### config.mk
export PLATFORM = sky130hd
export DESIGN_NAME = spi_apb_master
export DESIGN_NICKNAME = d
export VERILOG_FILES = /design/src/rtl/spi_apb_pkg.sv /design/src/rtl/apb_timeout_cnt.sv /design/src/rtl/spi_apb_master.sv
export SDC_FILE = /design/constraint.sdc
export NUM_CORES = 1
export LEC_CHECK = 0
export BUFFER_PORTS_ARGS = -buffer_cell sky130_fd_sc_hd__buf_4
export CORE_ASPECT_RATIO = 1.1
export CORE_MARGIN = 3
export CORE_UTILIZATION = 52
export CTS_BUF_LIST = sky130_fd_sc_hd__clkbuf_4
export CTS_CLUSTER_DIAMETER = 50
export DETAILED_ROUTE_END_ITERATION = 8
export PLACE_DENSITY = 0.95
export SLEW_MARGIN = 0
export SYNTH_ARGS = -nofsm -noshare
export SYNTH_HDL_FRONTEND = slang
export SYNTH_SLANG_ARGS = --single-unit
### constraint.sdc
create_clock -name clk -period 4.3 [get_ports clk]
set_input_delay 0.86 -clock clk [delete_from_list [all_inputs] [get_ports clk]]
set_output_delay 0.86 -clock clk [all_outputs]
set_load 0.01 [all_outputs]
### src/rtl/spi_apb_pkg.sv
// Shared types and decode constants for the SPI-to-APB requester.
package spi_apb_pkg;

  typedef enum logic [1:0] {
    IDLE   = 2'd0,
    SETUP  = 2'd1,
    ACCESS = 2'd2,
    RESP   = 2'd3
  } state_t;

  localparam logic [1:0]  SLV0      = 2'b00;
  localparam logic [1:0]  SLV1      = 2'b01;
  localparam int unsigned DEC_MSB   = 19;
  localparam logic [15:0] ERR_RDATA = 16'h0000;
  localparam logic [1:0]  PSEL_NONE = 2'b00;

  // Map the two top address bits onto a one-hot select; zero means unmapped.
  function automatic logic [1:0] decode_psel(input logic [1:0] field);
    logic [1:0] sel;
    case (field)
      SLV0:    sel = 2'b01;
      SLV1:    sel = 2'b10;
      default: sel = PSEL_NONE;
    endcase
    return sel;
  endfunction

endpackage

### src/rtl/apb_timeout_cnt.sv
// Counts ACCESS cycles and flags the cycle in which the limit is reached.
module apb_timeout_cnt #(
  parameter int unsigned TIMEOUT = 32,
  parameter int unsigned TO_W    = 6
) (
  input  logic clk,
  input  logic reset,
  input  logic clr,
  input  logic en,
  output logic expired_c
);

  logic [TO_W-1:0] count;

  // Cycle counter, cleared ahead of each ACCESS phase.
  always_ff @(posedge clk) begin
    if (reset || clr) begin
      count <= '0;
    end else if (en) begin
      count <= count + TO_W'(1);
    end
  end

  // Fires in the ACCESS cycle whose end brings the count up to TIMEOUT.
  assign expired_c = (TIMEOUT != 0) && en && (count == TO_W'(TIMEOUT - 1));

endmodule

### src/rtl/spi_apb_master.sv
// APB4 requester: one SPI command in, one APB transfer, one response out.
module spi_apb_master
  import spi_apb_pkg::*;
#(
  parameter int unsigned ADDR_W  = 20,
  parameter int unsigned DATA_W  = 16,
  parameter int unsigned TIMEOUT = 32,
  parameter int unsigned TO_W    = 6
) (
  input  logic                clk,
  input  logic                reset,
  input  logic                cmd_valid,
  output logic                cmd_ready,
  input  logic                cmd_write,
  input  logic [ADDR_W-1:0]   cmd_addr,
  input  logic [DATA_W-1:0]   cmd_wdata,
  input  logic [DATA_W/8-1:0] cmd_strb,
  output logic                rsp_valid,
  input  logic                rsp_ready,
  output logic [DATA_W-1:0]   rsp_rdata,
  output logic                rsp_err,
  output logic [1:0]          psel,
  output logic                penable,
  output logic [ADDR_W-1:0]   paddr,
  output logic                pwrite,
  output logic [DATA_W-1:0]   pwdata,
  output logic [DATA_W/8-1:0] pstrb,
  input  logic [DATA_W-1:0]   prdata,
  input  logic                pready,
  input  logic                pslverr
);

  state_t     state;
  logic [1:0] dec_sel_c;
  logic       to_expired_c;
  logic       to_clr_c;
  logic       to_en_c;

  assign dec_sel_c = decode_psel(cmd_addr[DEC_MSB -: 2]);
  assign cmd_ready = (state == IDLE) && !reset;
  assign to_clr_c  = (state == SETUP);
  assign to_en_c   = (state == ACCESS);

  apb_timeout_cnt #(
    .TIMEOUT (TIMEOUT),
    .TO_W    (TO_W)
  ) u_timeout (
    .clk       (clk),
    .reset     (reset),
    .clr       (to_clr_c),
    .en        (to_en_c),
    .expired_c (to_expired_c)
  );

  // Transfer sequencer with registered APB and response outputs.
  always_ff @(posedge clk) begin
    if (reset) begin
      state     <= IDLE;
      psel      <= '0;
      penable   <= 1'b0;
      paddr     <= '0;
      pwrite    <= 1'b0;
      pwdata    <= '0;
      pstrb     <= '0;
      rsp_valid <= 1'b0;
      rsp_rdata <= '0;
      rsp_err   <= 1'b0;
    end else begin
      case (state)
        IDLE: begin
          if (cmd_valid && cmd_ready) begin
            if (dec_sel_c != PSEL_NONE) begin
              psel   <= dec_sel_c;
              paddr  <= cmd_addr;
              pwrite <= cmd_write;
              pwdata <= cmd_wdata;
              pstrb  <= cmd_write ? cmd_strb : '0;
              state  <= SETUP;
            end else begin
              // Unmapped: answer immediately without touching the bus.
              rsp_valid <= 1'b1;
              rsp_err   <= 1'b1;
              rsp_rdata <= DATA_W'(ERR_RDATA);
              state     <= RESP;
            end
          end
        end
        SETUP: begin
          penable <= 1'b1;
          state   <= ACCESS;
        end
        ACCESS: begin
          // A late pready still beats the timeout in the same cycle.
          if (pready) begin
            psel      <= '0;
            penable   <= 1'b0;
            rsp_valid <= 1'b1;
            rsp_err   <= pslverr;
            rsp_rdata <= pwrite ? '0 : prdata;
            state     <= RESP;
          end else if (to_expired_c) begin
            psel      <= '0;
            penable   <= 1'b0;
            rsp_valid <= 1'b1;
            rsp_err   <= 1'b1;
            rsp_rdata <= DATA_W'(ERR_RDATA);
            state     <= RESP;
          end
        end
        RESP: begin
          if (rsp_ready) begin
            rsp_valid <= 1'b0;
            state     <= IDLE;
          end
        end
        default: state <= IDLE;
      endcase
    end
  end

endmodule

# Word-level counts from Yosys, hierarchy flattened
# Index checks and enable logic that the tools add are counted.
[word_totals]
input_bits = 61
word_cells = 69
register_bits = 68
out_inout_bits = 61
[classes]
muxes = 30
eq_ne = 10
addsub = 1
n_reduce_logical = 17
[op_table]
columns = ["operator", "n"]
rows = [
  ["two-way mux 16 bit", 5],
  ["case mux 16 bit (2 select lines)", 1],
  ["two-way mux 2 bit", 10],
  ["two-way mux 1 bit", 8],
  ["case mux 2 bit (2 select lines)", 2],
  ["case mux 2 bit (4 select lines)", 1],
  ["AND reduction 4 bit", 2],
  ["adder 6 x 1 -> 6 bit, second input constant", 1],
  ["equality test 6 x 5 -> 1 bit, second input constant", 1],
  ["AND reduction 3 bit", 2],
  ["nonzero test 2 bit", 3],
  ["AND reduction 5 bit", 1],
  ["equality test 2 x 1 -> 1 bit, second input constant", 2],
  ["equality test 2 bit, second input constant", 2],
  ["zero test 2 bit", 2],
  ["!= test 2 x 1 -> 1 bit, second input constant", 2],
  ["!= test 2 bit, second input constant", 2],
  ["case mux 1 bit (2 select lines)", 2],
  ["logical AND 1 bit", 3],
  ["!= test 3 bit, second input constant", 1],
  ["case mux 1 bit (3 select lines)", 1],
  ["nonzero test 3 bit", 1],
  ["AND reduction 2 bit", 1],
  ["zero test 1 bit", 1],
  ["logical OR 1 bit", 1],
]

# Longest topological paths before layout
[depth]
depth_word = 6
ltp_mapped = 9
mapped_depth_nobuf = 6

# Modules after synthesis
# From an unflattened synthesis, not the netlist that was laid out.
[hier_totals]
hier_cells = 321
area_unflattened_um2 = 2812.7
[modules_own_cells]
columns = ["mod", "area_per_inst_um2", "n_inst", "seq_area_each_um2", "cells_per_inst"]
rows = [
  ["spi_apb_master", 2556.2, 1, 1241.2, 294],
  ["apb_timeout_cnt", 256.5, 1, 120.1, 27],
]

# Worst setup path before layout
# Ideal clock, no wire load.
[synth_timing]
path_kind = "input port to output port"
from = "in reset"
to = "out cmd_ready"
path_slack_ns = 2.010
required_time_ns = 3.440
t_arrival_ns = 1.430
path_stages = 3
n_path_buf = 2
path_cell_list = "clkbuf_1 -> clkbuf_1 -> nor2b_1"
[synth_via]
elab_chain_cells = 2
[synth_lines]
columns = ["element", "line_no", "text"]
rows = [
  ["from (decl)", "spi_apb_master.sv:11", "input logic reset,"],
  ["zero test 1 bit", "spi_apb_master.sv:40", "assign cmd_ready = (state == IDLE) && !reset;"],
  ["logical AND 1 bit", "spi_apb_master.sv:40", ""],
  ["to (decl)", "spi_apb_master.sv:13", "output logic cmd_ready,"],
]
# Every way passes these cells.

# Worst setup path in the final report
[layout_timing]
from = "reg state[0]"
to = "reg rsp_rdata[15]"
[layout_via]
elab_chain_cells = 5
elab_cells_between_ends = 11
cone_classes = "eq/ne (4); mux (1); reduce/logical (6)"
[layout_lines]
columns = ["element", "line_no", "text"]
rows = [
  ["from (decl)", "spi_apb_master.sv:33", "state_t state;"],
  ["from (signal assigned)", "spi_apb_master.sv:58", "state <= IDLE;"],
  ["from (signal assigned)", "spi_apb_master.sv:78", "state <= SETUP;"],
  ["from (signal assigned)", "spi_apb_master.sv:84", "state <= RESP;"],
  ["zero test 2 bit", "spi_apb_master.sv:40, spi_apb_master.sv:69", ""],
  ["logical AND 1 bit", "spi_apb_master.sv:40", ""],
  ["logical AND 1 bit", "spi_apb_master.sv:71", "if (cmd_valid && cmd_ready) begin"],
  ["!= test 2 x 1 -> 1 bit (no source line)", "-", ""],
  ["AND reduction 4 bit (no source line)", "-", ""],
  ["to (signal assigned)", "spi_apb_master.sv:83", "rsp_rdata <= DATA_W'(ERR_RDATA);"],
  ["to (signal assigned)", "spi_apb_master.sv:99", "rsp_rdata <= pwrite ? '0 : prdata;"],
  ["to (signal assigned)", "spi_apb_master.sv:106", "rsp_rdata <= DATA_W'(ERR_RDATA);"],
  ["to (decl)", "spi_apb_master.sv:20", "output logic [DATA_W-1:0] rsp_rdata,"],
]
# Several ways; a longest one is shown, not always the timed one.
# A chain may end at the register's enable or synchronous reset.

==> metrics.md <==
| Metric | Value |
|---|---|
| Flop-to-flop setup slack | approximately 1.6 ns |
| Share of the synthesized area in the top cell type | approximately 49% |
| CP max stage cell | o211a_1 |
| Crit path from | state[0] |
| Initial DRC count | 141 |
| Clock transition at the registers of the reported paths | 0.10 ns |
| Area used by multi-input combinational logic | 0.00126 mm² |
| Maximum clock path buffer count | 2 |
| Setup crit end kind | register |
| # Max-Cap Violations | 0 |
| Register Area | between 0.001 and 0.0015 mm² |
| Area contributors post-synth | dfxtp_1 49%, nand2_1 13%, a21oi_1 8.5% |
| Dpl cells | between 400 and 500 |
| Clk sinks | 68 |
| Setup violations, final | 0 |
| Vias per cell | 5.09 |
| Routed len/inst | 13.8 µm |
| Net Count, Synth | 385 |
| Post-CTS sizing | 0 |
| DRC Markers | 0 |
| Critical setup path kind | register to register |
| RSZ-0062 raised after global routing | false |
| Synth Register Bits | 68 |
| Crit path capture | rsp_rdata[15] |
| Yosys warns | 0 |
| Post-Syn Area | 0.00275 mm² |
| Period utilization | 63.6% |
| Vias in the first global route | ~2400 |
| Worst-Margin Slew | 0.829 ns |
| Critical Path, Cell by Cell | inv_1, ha_1, nand3_2, o311ai_4, o211a_1, mux2i_1 |
| Cts bufs inserted | 9 |
| Post-CTS Setup Bufs | 0 |
| H-tree levels | 3 |
| Clk_skew | around 0.015 ns |
| IO Port Bufs | 121 |
| Share of cells above drive strength 1 | 33.0% |
| Worst R2R Path Depth | 6 |
| P per Cell Area | 435 mW/mm² |
| Clk root buf | clkbuf_4 |
| Netlist cell types | 37 |
| Clock Latency Late Sink | 0.40 ns |
| LEAKAGE | 1.62 nW |
| Cell Area, Placed | 0.00364 mm² |
| Seq/Total Area, Yosys | between 40% and 50% |
| Most numerous cell in the Yosys netlist | nand2_1 |
| Crit-path max cell delay | 0.77 ns |
| Total die area | 0.00620 mm² |
| HP Class | register to register |
| CTS tree | done |
| # rows | 27 |
| Reg2reg end | rsp_rdata[15] |
| Router iterations before antenna repair | 4 |
| Worst EP arrival | 3.05 ns |
| Total track usage | 22.5% |
| I/O pins | around 120 |
| Post-route cell area | 0.00380 mm² |
| ANT nets after route | 0 |
| Global-route wire length before repair | between 10 and 15 mm |
| Crit path required time | 4.62 ns |
| Grt total ovfl | 0 |
| Final net count | 498 |
| Filler instances | 361 |
| Area Overhead vs Synth | 37.9% |
| Fmax | about 370 MHz |
| FF-to-FF Start | state[0] |
| Diode count | 0 |
| Startpoint types | register |
| Max_slew headroom | 44.7% |
| Synth cell count leaders | 93 x nand2_1, 68 x dfxtp_1, 47 x a21oi_1, 21 x nand2b_1, 18 x mux2i_1 |
| Worst-path maximum fanout | 17 |
| Number of flops mapped to enable cells by yosys | 0 |
| Pin count of the biggest net entering global routing | between 60 and 70 |
| Cell Count, Final, Fillers Out | 494 |
| Syn avg cell area | 8.66 µm² |
| Initial Util | between 50% and 60% |
| Cell taking the most area after synthesis | dfxtp_1 |
| Final-report hold violation count | 0 |
| VDD IR max | 0.000293 V |
| Main synth FF type | dfxtp_1 |
| Core region area | roughly 0.005 mm² |
| Chip Width | about 75 µm |
| Ys async rst share | 0% |
| Die H | between 80 and 90 µm |
| Max-slew violation count | 0 |
| DR vias | 2515 |
| Post-Synthesis Cells | 318 |
| Status | complete, no violations |
| Hold Buf Count CTS | 0 |
| Post-DP HPWL | between 4 and 5 mm |
| HP Start | pstrb[1] |
| Setup_tns | 0 ns |
| Post-route minimum period | 2.73 ns |
| Routed WL | 6.84 mm |
| Initial antenna violation count | 0 |
| Placer Congestion | about 0.77 |
| Hold Path Depth | 2 |
| Total power | approximately 1.7 mW |
-- stage by stage --
| step | util, % | worst slack (ns) | hold WS [ns] |
|---|---|---|---|
| 2_1_floorplan | - | 2.01 | 0.476 |
| 3_3_place_gp | 71.8 | 1.61 | 0.440 |
| 3_5_place_dp | 71.8 | 1.50 | 0.451 |
| 4_1_cts | 74.9 | 1.54 | 0.465 |
| 5_1_grt | 74.9 | 1.30 | 0.481 |
| 6_report | 74.9 | 1.57 | 0.464 |
-- per-layer routing --
layer	wire length [µm]	global-route usage [%]	vias to the layer above	part of all wire [%]
li1	-	-	1279	-
met1	2690	25.9	1148	39
met2	3640	39.2	76	53
met3	370	4.48	12	5.4
met4	143	10.8	0	2.1
met5	0	0	-	0
-- state kept, by name, summed over array words and instances, names as in the netlist --
name             flops
penable              1
rsp_err              1
pwdata              16
paddr               20
rsp_rdata           16
rsp_valid            1
psel                 2
pwrite               1
pstrb                2
u_timeout.count      6
state                2
-- worst min path at each step --
stage and end:
5_1_grt pwdata[9], 4_1_cts pwdata[9], 3_5_place_dp pwdata[9], 6_report pstrb[1]
3_3_place_gp pstrb[0], 2_1_floorplan pstrb[0]
-- power breakdown --
group | switching [mW] | internal, mW
clock network | 0.219 | 0.234
logic | 0.242 | 0.228
registers | 0.0411 | 0.688
total | 0.502 | 1.15
-- final cells by class --
type / count / area share, %
sequential: 68 / 35.9
multi-input combinational: 225 / 33.3
timing repair buffer: 123 / 24.3
clock inverter: 7 / 2.41
tap: 58 / 1.91
clock buffer: 9 / 1.78
inverter: 4 / 0.396
-- placed cells by master, fill, tap and decap left out, drive strengths merged, types with 4 or more instances in the layout --
cell type and n:
a21oi 47, buf 123, clkbuf 9, clkinv 5, dfxtp 68, ha 6, inv 4, mux2i 18
nand2 93, nand2b 21, nor2 7
-- worst max-delay path, delay by kind of cell, from the launching register on --
kind,cells,cell delay (ns)
adders and majority gates,1,0.53
muxes,1,0.26
buffers and inverters,1,0.11
and+or+nand+nor,1,0.18
AOI/OAI and AO/OA,2,1.22
DFF,1,0.36
-- logic make-up (layout without fill, tap and decap cells) --
family | Yosys count | in the layout | synth area share [%]
multiplexers | 18 | 18 | 6.55
AO/OA/AOI/OAI | 63 | 63 | 13.8
adder cells (fa/ha/maj) | 6 | 6 | 2.73
AND/OR/NAND/NOR | 134 | 134 | 21.6
buffers and inverters | 25 | 143 | 4.59
flip-flops | 68 | 68 | 49.5
XOR/XNOR | 4 | 4 | 1.27
Note: power is estimated with default switching activity, not from simulation.
